### src/rtl/mmu_pkg.sv
// Shared MMU definitions: TLB op codes, sequencer state encoding, probe result
// layout and TLB entry field offsets used by the TLB, CP0 and the op sequencer.
// Pure declarations; no logic, no latency, no flow control.
package mmu_pkg;

  // CP0 TLB instruction codes presented on op_code
  localparam logic [1:0] OP_TLBWI = 2'b00;
  localparam logic [1:0] OP_TLBWR = 2'b01;
  localparam logic [1:0] OP_TLBP  = 2'b10;
  localparam logic [1:0] OP_TLBR  = 2'b11;

  typedef enum logic [2:0] {
    ST_IDLE      = 3'd0,
    ST_WRITE     = 3'd1,
    ST_PROBE     = 3'd2,
    ST_PROBE_CAP = 3'd3,
    ST_READ      = 3'd4,
    ST_READ_CAP  = 3'd5
  } state_t;

  // Probe result: bit 31 set on miss, low bits carry the matching index
  localparam int PROBE_MISS_BIT = 31;

  // TLB entry layout: {ASID, G, VPN2, PFN1/D1/V1, PFN0/D0/V0}
  localparam int ENTRY_W        = 80;
  localparam int ENTRY_ASID_LSB = 72;
  localparam int ENTRY_G_BIT    = 71;
  localparam int ENTRY_VPN2_LSB = 52;
  localparam int ENTRY_LO1_LSB  = 26;
  localparam int ENTRY_LO0_LSB  = 0;

  typedef struct packed {
    logic [7:0]  asid;
    logic        g;
    logic [18:0] vpn2;
    logic [25:0] lo1;
    logic [25:0] lo0;
  } entry_t;

endpackage

### src/rtl/tlb_random_counter.sv
// MIPS Random register: free-running down-counter over [wired, NUM_ENTRIES-1].
// Latency: new value every cycle; a Wired write reloads the top on the next edge.
// Backpressure: none, runs unconditionally.
// Ports: clk, rst_n (async low); wired/wired_we from CP0; random to CP0 and the sequencer.
module tlb_random_counter
  import mmu_pkg::*;
#(
  parameter int NUM_ENTRIES = 16,
  parameter int IDX_W       = 4
) (
  input  logic             clk,
  input  logic             rst_n,
  input  logic [IDX_W-1:0] wired,
  input  logic             wired_we,
  output logic [IDX_W-1:0] random
);

  localparam logic [IDX_W-1:0] TOP = IDX_W'(NUM_ENTRIES - 1);

  // Reload when reaching Wired (or below it, after Wired was raised) so the
  // wired entries are never selected by TLBWR.
  always_ff @(posedge clk or negedge rst_n) begin
    if (!rst_n) begin
      random <= TOP;
    end else if (wired_we) begin
      random <= TOP;
    end else if (random <= wired) begin
      random <= TOP;
    end else begin
      random <= random - 1'b1;
    end
  end

endmodule

### src/rtl/tlb_op_sequencer.sv
// Sequences TLBWI/TLBWR/TLBP/TLBR against the TLB and writes results back to CP0.
// Latency: writes finish 1 cycle after accept, probe/read 2 cycles after accept.
// Backpressure: op_ready high only in IDLE; op_valid while busy is ignored, no queueing.
// Ports: op_valid/op_code/op_ready/done to the pipeline; cp0_* and index_/entry_ write-back
// to CP0; tlb_we/tlb_widx/tlb_probe/probe_result/tlb_ridx/tlb_rdata to the TLB.
module tlb_op_sequencer
  import mmu_pkg::*;
#(
  parameter int NUM_ENTRIES = 16,
  parameter int IDX_W       = 4
) (
  input  logic               clk,
  input  logic               rst_n,
  input  logic               op_valid,
  input  logic [1:0]         op_code,
  output logic               op_ready,
  output logic               done,
  input  logic [IDX_W-1:0]   cp0_index,
  input  logic [IDX_W-1:0]   cp0_wired,
  input  logic               cp0_wired_we,
  output logic [IDX_W-1:0]   random,
  output logic               tlb_we,
  output logic [IDX_W-1:0]   tlb_widx,
  output logic               tlb_probe,
  input  logic [31:0]        probe_result,
  output logic               index_we,
  output logic [31:0]        index_wdata,
  output logic [IDX_W-1:0]   tlb_ridx,
  input  logic [ENTRY_W-1:0] tlb_rdata,
  output logic               entry_we,
  output logic [ENTRY_W-1:0] entry_wdata
);

  state_t           state;
  logic [IDX_W-1:0] idx_q;
  logic [31:0]      idx_wdata_q;
  entry_t           entry_q;

  tlb_random_counter #(
    .NUM_ENTRIES (NUM_ENTRIES),
    .IDX_W       (IDX_W)
  ) u_random (
    .clk      (clk),
    .rst_n    (rst_n),
    .wired    (cp0_wired),
    .wired_we (cp0_wired_we),
    .random   (random)
  );

  // Index and capture registers drive the outputs directly; strobes are
  // qualified by their own registered enables, so no input reaches an output
  // combinationally.
  assign tlb_widx    = idx_q;
  assign tlb_ridx    = idx_q;
  assign index_wdata = idx_wdata_q;
  assign entry_wdata = entry_q;

  // Strobes are registered one state ahead: they are set on the edge that
  // enters the state in which they must be visible.
  always_ff @(posedge clk or negedge rst_n) begin
    if (!rst_n) begin
      state       <= ST_IDLE;
      op_ready    <= 1'b1;
      done        <= 1'b0;
      tlb_we      <= 1'b0;
      tlb_probe   <= 1'b0;
      index_we    <= 1'b0;
      entry_we    <= 1'b0;
      idx_q       <= '0;
      idx_wdata_q <= '0;
      entry_q     <= '0;
    end else begin
      done      <= 1'b0;
      tlb_we    <= 1'b0;
      tlb_probe <= 1'b0;
      index_we  <= 1'b0;
      entry_we  <= 1'b0;
      case (state)
        ST_IDLE: begin
          if (op_valid) begin
            op_ready <= 1'b0;
            case (op_code)
              OP_TLBWI: begin
                idx_q  <= cp0_index;
                tlb_we <= 1'b1;
                done   <= 1'b1;
                state  <= ST_WRITE;
              end
              OP_TLBWR: begin
                // Pre-update Random: a Wired write this cycle only affects the counter
                idx_q  <= random;
                tlb_we <= 1'b1;
                done   <= 1'b1;
                state  <= ST_WRITE;
              end
              OP_TLBP: begin
                tlb_probe <= 1'b1;
                state     <= ST_PROBE;
              end
              OP_TLBR: begin
                idx_q <= cp0_index;
                state <= ST_READ;
              end
            endcase
          end
        end
        ST_WRITE: begin
          op_ready <= 1'b1;
          state    <= ST_IDLE;
        end
        ST_PROBE: begin
          idx_wdata_q <= probe_result;
          index_we    <= 1'b1;
          done        <= 1'b1;
          state       <= ST_PROBE_CAP;
        end
        ST_PROBE_CAP: begin
          op_ready <= 1'b1;
          state    <= ST_IDLE;
        end
        ST_READ: begin
          entry_q  <= tlb_rdata;
          entry_we <= 1'b1;
          done     <= 1'b1;
          state    <= ST_READ_CAP;
        end
        ST_READ_CAP: begin
          op_ready <= 1'b1;
          state    <= ST_IDLE;
        end
        default: begin
          op_ready <= 1'b1;
          state    <= ST_IDLE;
        end
      endcase
    end
  end

endmodule

### config.mk
export PLATFORM = sky130hd
export DESIGN_NAME = tlb_op_sequencer
export DESIGN_NICKNAME = d
export VERILOG_FILES = /design/src/rtl/mmu_pkg.sv /design/src/rtl/tlb_random_counter.sv /design/src/rtl/tlb_op_sequencer.sv
export SDC_FILE = /design/constraint.sdc
export NUM_CORES = 1
export LEC_CHECK = 0
export BUFFER_PORTS_ARGS = -buffer_cell sky130_fd_sc_hd__buf_4
export CORE_ASPECT_RATIO = 1.1
export CORE_MARGIN = 2
export CORE_UTILIZATION = 51
export CTS_BUF_LIST = sky130_fd_sc_hd__clkbuf_8
export DETAILED_ROUTE_END_ITERATION = 16
export PLACE_DENSITY = 0.88
export SKIP_CTS_REPAIR_TIMING = 1
export SLEW_MARGIN = 20
export SYNTH_ARGS = -nofsm -noshare
export SYNTH_HDL_FRONTEND = slang
export SYNTH_HIERARCHICAL = 1
export SYNTH_SLANG_ARGS = --single-unit
### constraint.sdc
create_clock -name clk -period 2.9 [get_ports clk]
set_clock_uncertainty 0.15 [all_clocks]
set_input_delay 0.435 -clock clk [delete_from_list [all_inputs] [get_ports clk]]
set_output_delay 0.435 -clock clk [all_outputs]
set_load 0.02 [all_outputs]
### Word level (Yosys, flattened, before mapping)

Index checks and enable logic that the tools add are counted.

| storage, ports and cells | value |
|---|---|
| input bits | 126 |
| output and inout bits | 130 |
| logic and storage cells | 49 |
| register bits after elaboration | 129 |

| cells by class | value |
|---|---|
| magnitude comparators | 1 |
| reductions and logical operators | 8 |
| bitwise operators | 1 |
| multiplexer cells | 17 |
| $add $sub $neg | 1 |
| equality and inequality tests | 6 |

Operator list:

| operator | count |
|---|---|
| $pmux 3 s3 | 2 |
| $mux 1 | 9 |
| $mux 4 | 2 |
| $pmux 4 s2 | 1 |
| $reduce_or 2->1 | 3 |
| $eq 2x2->1 const B | 2 |
| $le 4x4->1 | 1 |
| $pmux 1 s2 | 2 |
| $sub 4x1->4 const B | 1 |
| $eq 3x2->1 const B | 1 |
| $eq 3x3->1 const B | 1 |
| $logic_not 3->1 | 1 |
| $mux 3 | 1 |
| $reduce_and 3->1 | 1 |
| $eq 2x1->1 const B | 1 |
| $logic_not 2->1 | 1 |
| $ne 2x2->1 const B | 1 |
| $reduce_and 2->1 | 1 |
| $reduce_bool 2->1 | 1 |
| $not 1->1 | 1 |

### Depth between registers and ports, before layout

| logic depth | value |
|---|---|
| word-level depth | 5 |
| depth in mapped cells | 5 |
| gate-level depth less buffers | 5 |

### Hierarchy

The synthesis kept the hierarchy.

By module, submodules not included:

| module | cells each | times used | sequential area each (um^2) | area each (um^2) |
|---|---|---|---|---|
| tlb_op_sequencer | 289 | 1 | 3,129.3 | 4,872.2 |
| tlb_random_counter | 25 | 1 | 105.1 | 286.5 |

### Worst setup path after synthesis

No wires, ideal clock.

| path | value |
|---|---|
| path kind | in2reg |
| start | input port op_code[0] |
| end | register idx_q[0], in the netlist tlb_ridx[0] |
| cell stages on the path | 4 |
| data arrival time | 1,398 ps |
| setup slack | 1,228 ps |
| required time | 2,625 ps |
| library setup time | 125 ps |
| buffers on the path | 0 |
| path through | inv_1 > ha_1 > mux2_2 > mux2_2 |

| between the ends | value |
|---|---|
| cells in the longest elaborated chain, start to end | 4 |
| elaborated cells between the ends (all ways) | 7 |
| classes of those cells | eq/ne: 2; mux: 1; reduce/logical: 4 |

RTL lines:

| item | RTL line | RTL |
|---|---|---|
| from (decl) | tlb_op_sequencer.sv:15 | `input logic [1:0] op_code,` |
| $eq 2x2->1 or $logic_not 2->1 (tied branches) | tlb_op_sequencer.sv:82 | `case (op_code)` |
| $reduce_or 2->1 (no line) | -- |  |
| $reduce_bool 2->1 (no line) | -- |  |
| $reduce_and 3->1 (no line) | -- |  |
| to (signal assigned) | tlb_op_sequencer.sv:84 | `idx_q <= cp0_index;` |
| to (signal assigned) | tlb_op_sequencer.sv:91 | `idx_q <= random;` |
| to (signal assigned) | tlb_op_sequencer.sv:101 | `idx_q <= cp0_index;` |
| to (decl) | tlb_op_sequencer.sv:35 | `logic [IDX_W-1:0] idx_q;` |

Parallel ways exist; a longest one is shown, timed or not.
A chain may end at the register's enable or synchronous reset.

### Final worst setup path

| path | value |
|---|---|
| start | register state[2] |
| end | register entry_q (netlist bit entry_wdata[2]) |

| between the ends | value |
|---|---|
| cells in the longest elaborated chain, start to end | 1 |

RTL lines:

| item | RTL line | RTL |
|---|---|---|
| from (decl) | tlb_op_sequencer.sv:34 | `state_t state;` |
| from (signal assigned) | tlb_op_sequencer.sv:62 | `state <= ST_IDLE;` |
| from (signal assigned) | tlb_op_sequencer.sv:87 | `state <= ST_WRITE;` |
| from (signal assigned) | tlb_op_sequencer.sv:94 | `state <= ST_WRITE;` |
| $eq 3x3->1 | tlb_op_sequencer.sv:78 | `case (state)` |
| to (signal assigned) | tlb_op_sequencer.sv:122 | `entry_q <= tlb_rdata;` |
| to (decl) | tlb_op_sequencer.sv:37 | `entry_t entry_q;` |

Every way passes these cells.

==> impl_metrics.csv <==
group,metric,value,unit
status,status,"complete, no violations",
clock_network,root_buffer,"clkbuf_8",
worst_setup_path,cp_data_arrival_time,2040,ps
sta,timing.hold.ws,80.44,ps
sta,period_share,0.6514,
final_layout,nFillCells,639,
worst_setup_path,required,3060,ps
clock_network,clockBufferDepth,2,
worst_setup_path,critPathMaxStageDelay,530,ps
yosys,synth_area,5159,um^2
sta,final-max-slew-violation-count,0,
place,dp_hpwl,9351,um
grt,grt_max_degree,69,
power_and_ir_drop,p_switching,3.204,mW
clock_network,numCtsBuffers,17,
worst_setup_path,start_kind,"flip-flop",
yosys,yosys_warnings,6,
route,first_iter_violations,102,
grt,track_usage,0.2258,
sta,tightest_slew,437.6,ps
worst_setup_path,path_cells,"nor3b_4, buf_12, mux2_2",
worst_setup_path,criticalPathCategory,"flip-flop to flip-flop",
worst_setup_path,crit_buf_inv,1,
final_layout,fin_nets,711,
power_and_ir_drop,p_int,5.483,mW
yosys,yosysSeqAreaShare,0.6270,
grt,grt_overflow,0,
sta,hold_violations,0,
grt,antenna_found_initial,0,
sta,relSlewSlack,0.7083,
route,dr.pass1.iters,4,
job,maxCapViolCount,0,
yosys,avgSynthCellArea,16.43,um^2
yosys,synth_seq_cells,129,
worst_setup_path,cp_slowest_cell,"dfrtp_1",
worst_setup_path,critPathTopFamily,"flip-flops",
hold_path,hp-class,"input port to flip-flop",
yosys,syn_inst,314,
floorplanning,dieArea,10940,um^2
power_and_ir_drop,pwr-share-clk,0.153,
sta,setup_ws,1011,ps
route,route.detailed.drc,0,
sta,setup_violations,0,
clock_network,cts_tree,"yes",
worst_setup_path,cp_max_fo,68,
place,pre_cts_ws,1013,ps
floorplanning,initial_utilization,0.5242,
worst_setup_path,crit_path_end_kind,"flip-flop",
grt,grtUsageMet2,0.4030,
power_and_ir_drop,cellPowerDensity,1164,nW/um^2
grt,grt_first_pass_wirelength,18640,um
final_layout,final_area,7463,um^2
floorplanning,fp.dieW,99.90,um
final_layout,areaGrowthSynthToFinish,44.68,%
place,place.gp.congestion,0.7641,
power_and_ir_drop,power,8.686,mW
route,drt-total-wl,12410,um
place,port_buffers,255,
power_and_ir_drop,ir_drop,0.6612,mV
final_layout,drive_above_1_share,0.6990,
power_and_ir_drop,p_seq_frac,0.369,
clock_network,clock_latency,420,ps
sta,fin_crit,1889,ps
clock_network,htreeDepth,4,
yosys,synth_fp_nets,450,
power_and_ir_drop,pwr-share-comb,0.478,
power_and_ir_drop,switching_share,0.3688,
floorplanning,core,9842,um^2
route,vias,3538,
grt,use_met3,0.06612,
power_and_ir_drop,p_leak,3.650,nW
grt,grt_util_met1,0.2509,
route,ant_nets,0,
sta,rsz0062_at_grt,"no",
floorplanning,io_pins,256,
final_layout,diodes,0,
sta,clock.fmax,0.5294,GHz
place,post_dp_cell_area,7107,um^2
grt,grt_most_used_layer,"met2",
floorplanning,die_h,109.5,um
clock_network,clk_pin_slew_worst_paths,70,ps
route,wl_per_cell,17.53,um
yosys,synth.distinct_cells,28,
sta,finalSetupTns,0,ps
grt,grt_pass1_vias,3732,
route,via_per_inst,4.997,
floorplanning,row_count,38,
clock_network,cts.sinks,129,
==> power groups by stage <==
stage                     registers [mW]  logic (mW)  clock network, mW
after detailed placement            3.23        4.19                  0
after global routing                3.31        4.38               1.45
after CTS                           3.21        4.20               1.37
after floorplan                     4.18        1.43                  0
after global placement              3.18        4.09                  0
final                               3.20        4.15               1.33
==> path summary, 6_finish.rpt <==
path	startpoint	endpoint	slack (ps)	cells after the start
worst max-delay path	state[2]	entry_wdata[2]	1010	3
worst min-delay path	probe_result[25]	index_wdata[25]	80	2
worst max register to register	state[2]	entry_wdata[2]	1010	3
worst min register to register	index_wdata[6]	index_wdata[6]	340	1
max in group asynchronous	rst_n	index_wdata[2]	1470	3
min in group asynchronous	rst_n	index_wdata[5]	360	2
==> cell usage in the layout (no fill, tap or decap), types with 3 or more instances in the layout <==
cell type / synthesis / layout
buf_4: 6 / 258
dfrtp_1: 124 / 124
mux2_2: 114 / 114
clkbuf_8: 0 / 19
inv_1: 7 / 13
ha_1: 10 / 10
mux2_1: 6 / 6
clkinv_2: 0 / 5
dfstp_2: 5 / 5
o211ai_1: 4 / 4
a21oi_1: 3 / 3
nor3_1: 3 / 3
==> cell type report <==
type,instances,area (um^2),share of cell area
repair buffers,261,1987,0.2662
inverters,7,26.28,0.003521
clock buffers,19,261.5,0.03504
flip-flops and latches,129,3234,0.4334
clock inverters,13,85.08,0.01140
well taps,120,150.1,0.02012
multi-input cells,159,1719,0.2303
==> layer usage <==
| metal | vias to the layer above | share of wire |
|---|---|---|
| li1 | 1619 | - |
| met1 | 1737 | 0.36 |
| met2 | 162 | 0.55 |
| met3 | 20 | 0.074 |
| met4 | 0 | 0.020 |
| met5 | - | 0 |
==> state kept, by name (all words and copies together) (netlist names) <==
register         flops
entry_wdata         80
index_wdata         32
u_random/random      4
state                3
done                 1
tlb_ridx             4
entry_we             1
index_we             1
tlb_we               1
tlb_probe            1
op_ready             1
==> through the flow <==
stage | utilization | instances
finish | 0.7583 | 708
CTS | 0.7573 | 707
global route | 0.7583 | 708
global placement | 0.7221 | 675
floorplan | - | 314
detailed placement | 0.7221 | 675
==> logic make-up after synthesis <==
group | count (synthesis) | share of synthesized area
adder cells (fa/ha/maj) | 10 | 0.02425
AND/OR/NAND/NOR | 13 | 0.02134
XOR/XNOR | 2 | 0.003396
AO/OA/AOI/OAI | 14 | 0.02110
buffers and inverters | 26 | 0.04099
flip-flops | 129 | 0.6270
multiplexers | 120 | 0.2619
==> cells in the mapped netlist, drive strengths merged <==
master | count | area share
and2b | 1 | 0.0017
ha | 10 | 0.024
a21oi | 3 | 0.0029
nor3b | 2 | 0.0061
o211a | 1 | 0.0034
or3 | 1 | 0.0012
a211oi | 2 | 0.0029
nor2b | 1 | 0.0027
dfstp | 5 | 0.025
o21bai | 1 | 0.0015
mux2 | 120 | 0.26
nor2 | 2 | 0.0015
o21a | 1 | 0.0015
a41oi | 1 | 0.0017
buf | 19 | 0.036
nand2b | 1 | 0.0012
inv | 7 | 0.0051
dfrtp | 124 | 0.60
and2 | 1 | 0.0012
o211ai | 4 | 0.0058
a21o | 1 | 0.0015
xnor2 | 2 | 0.0034
nor4b | 1 | 0.0029
nor3 | 3 | 0.0029
(Power assumes the default switching activity.)
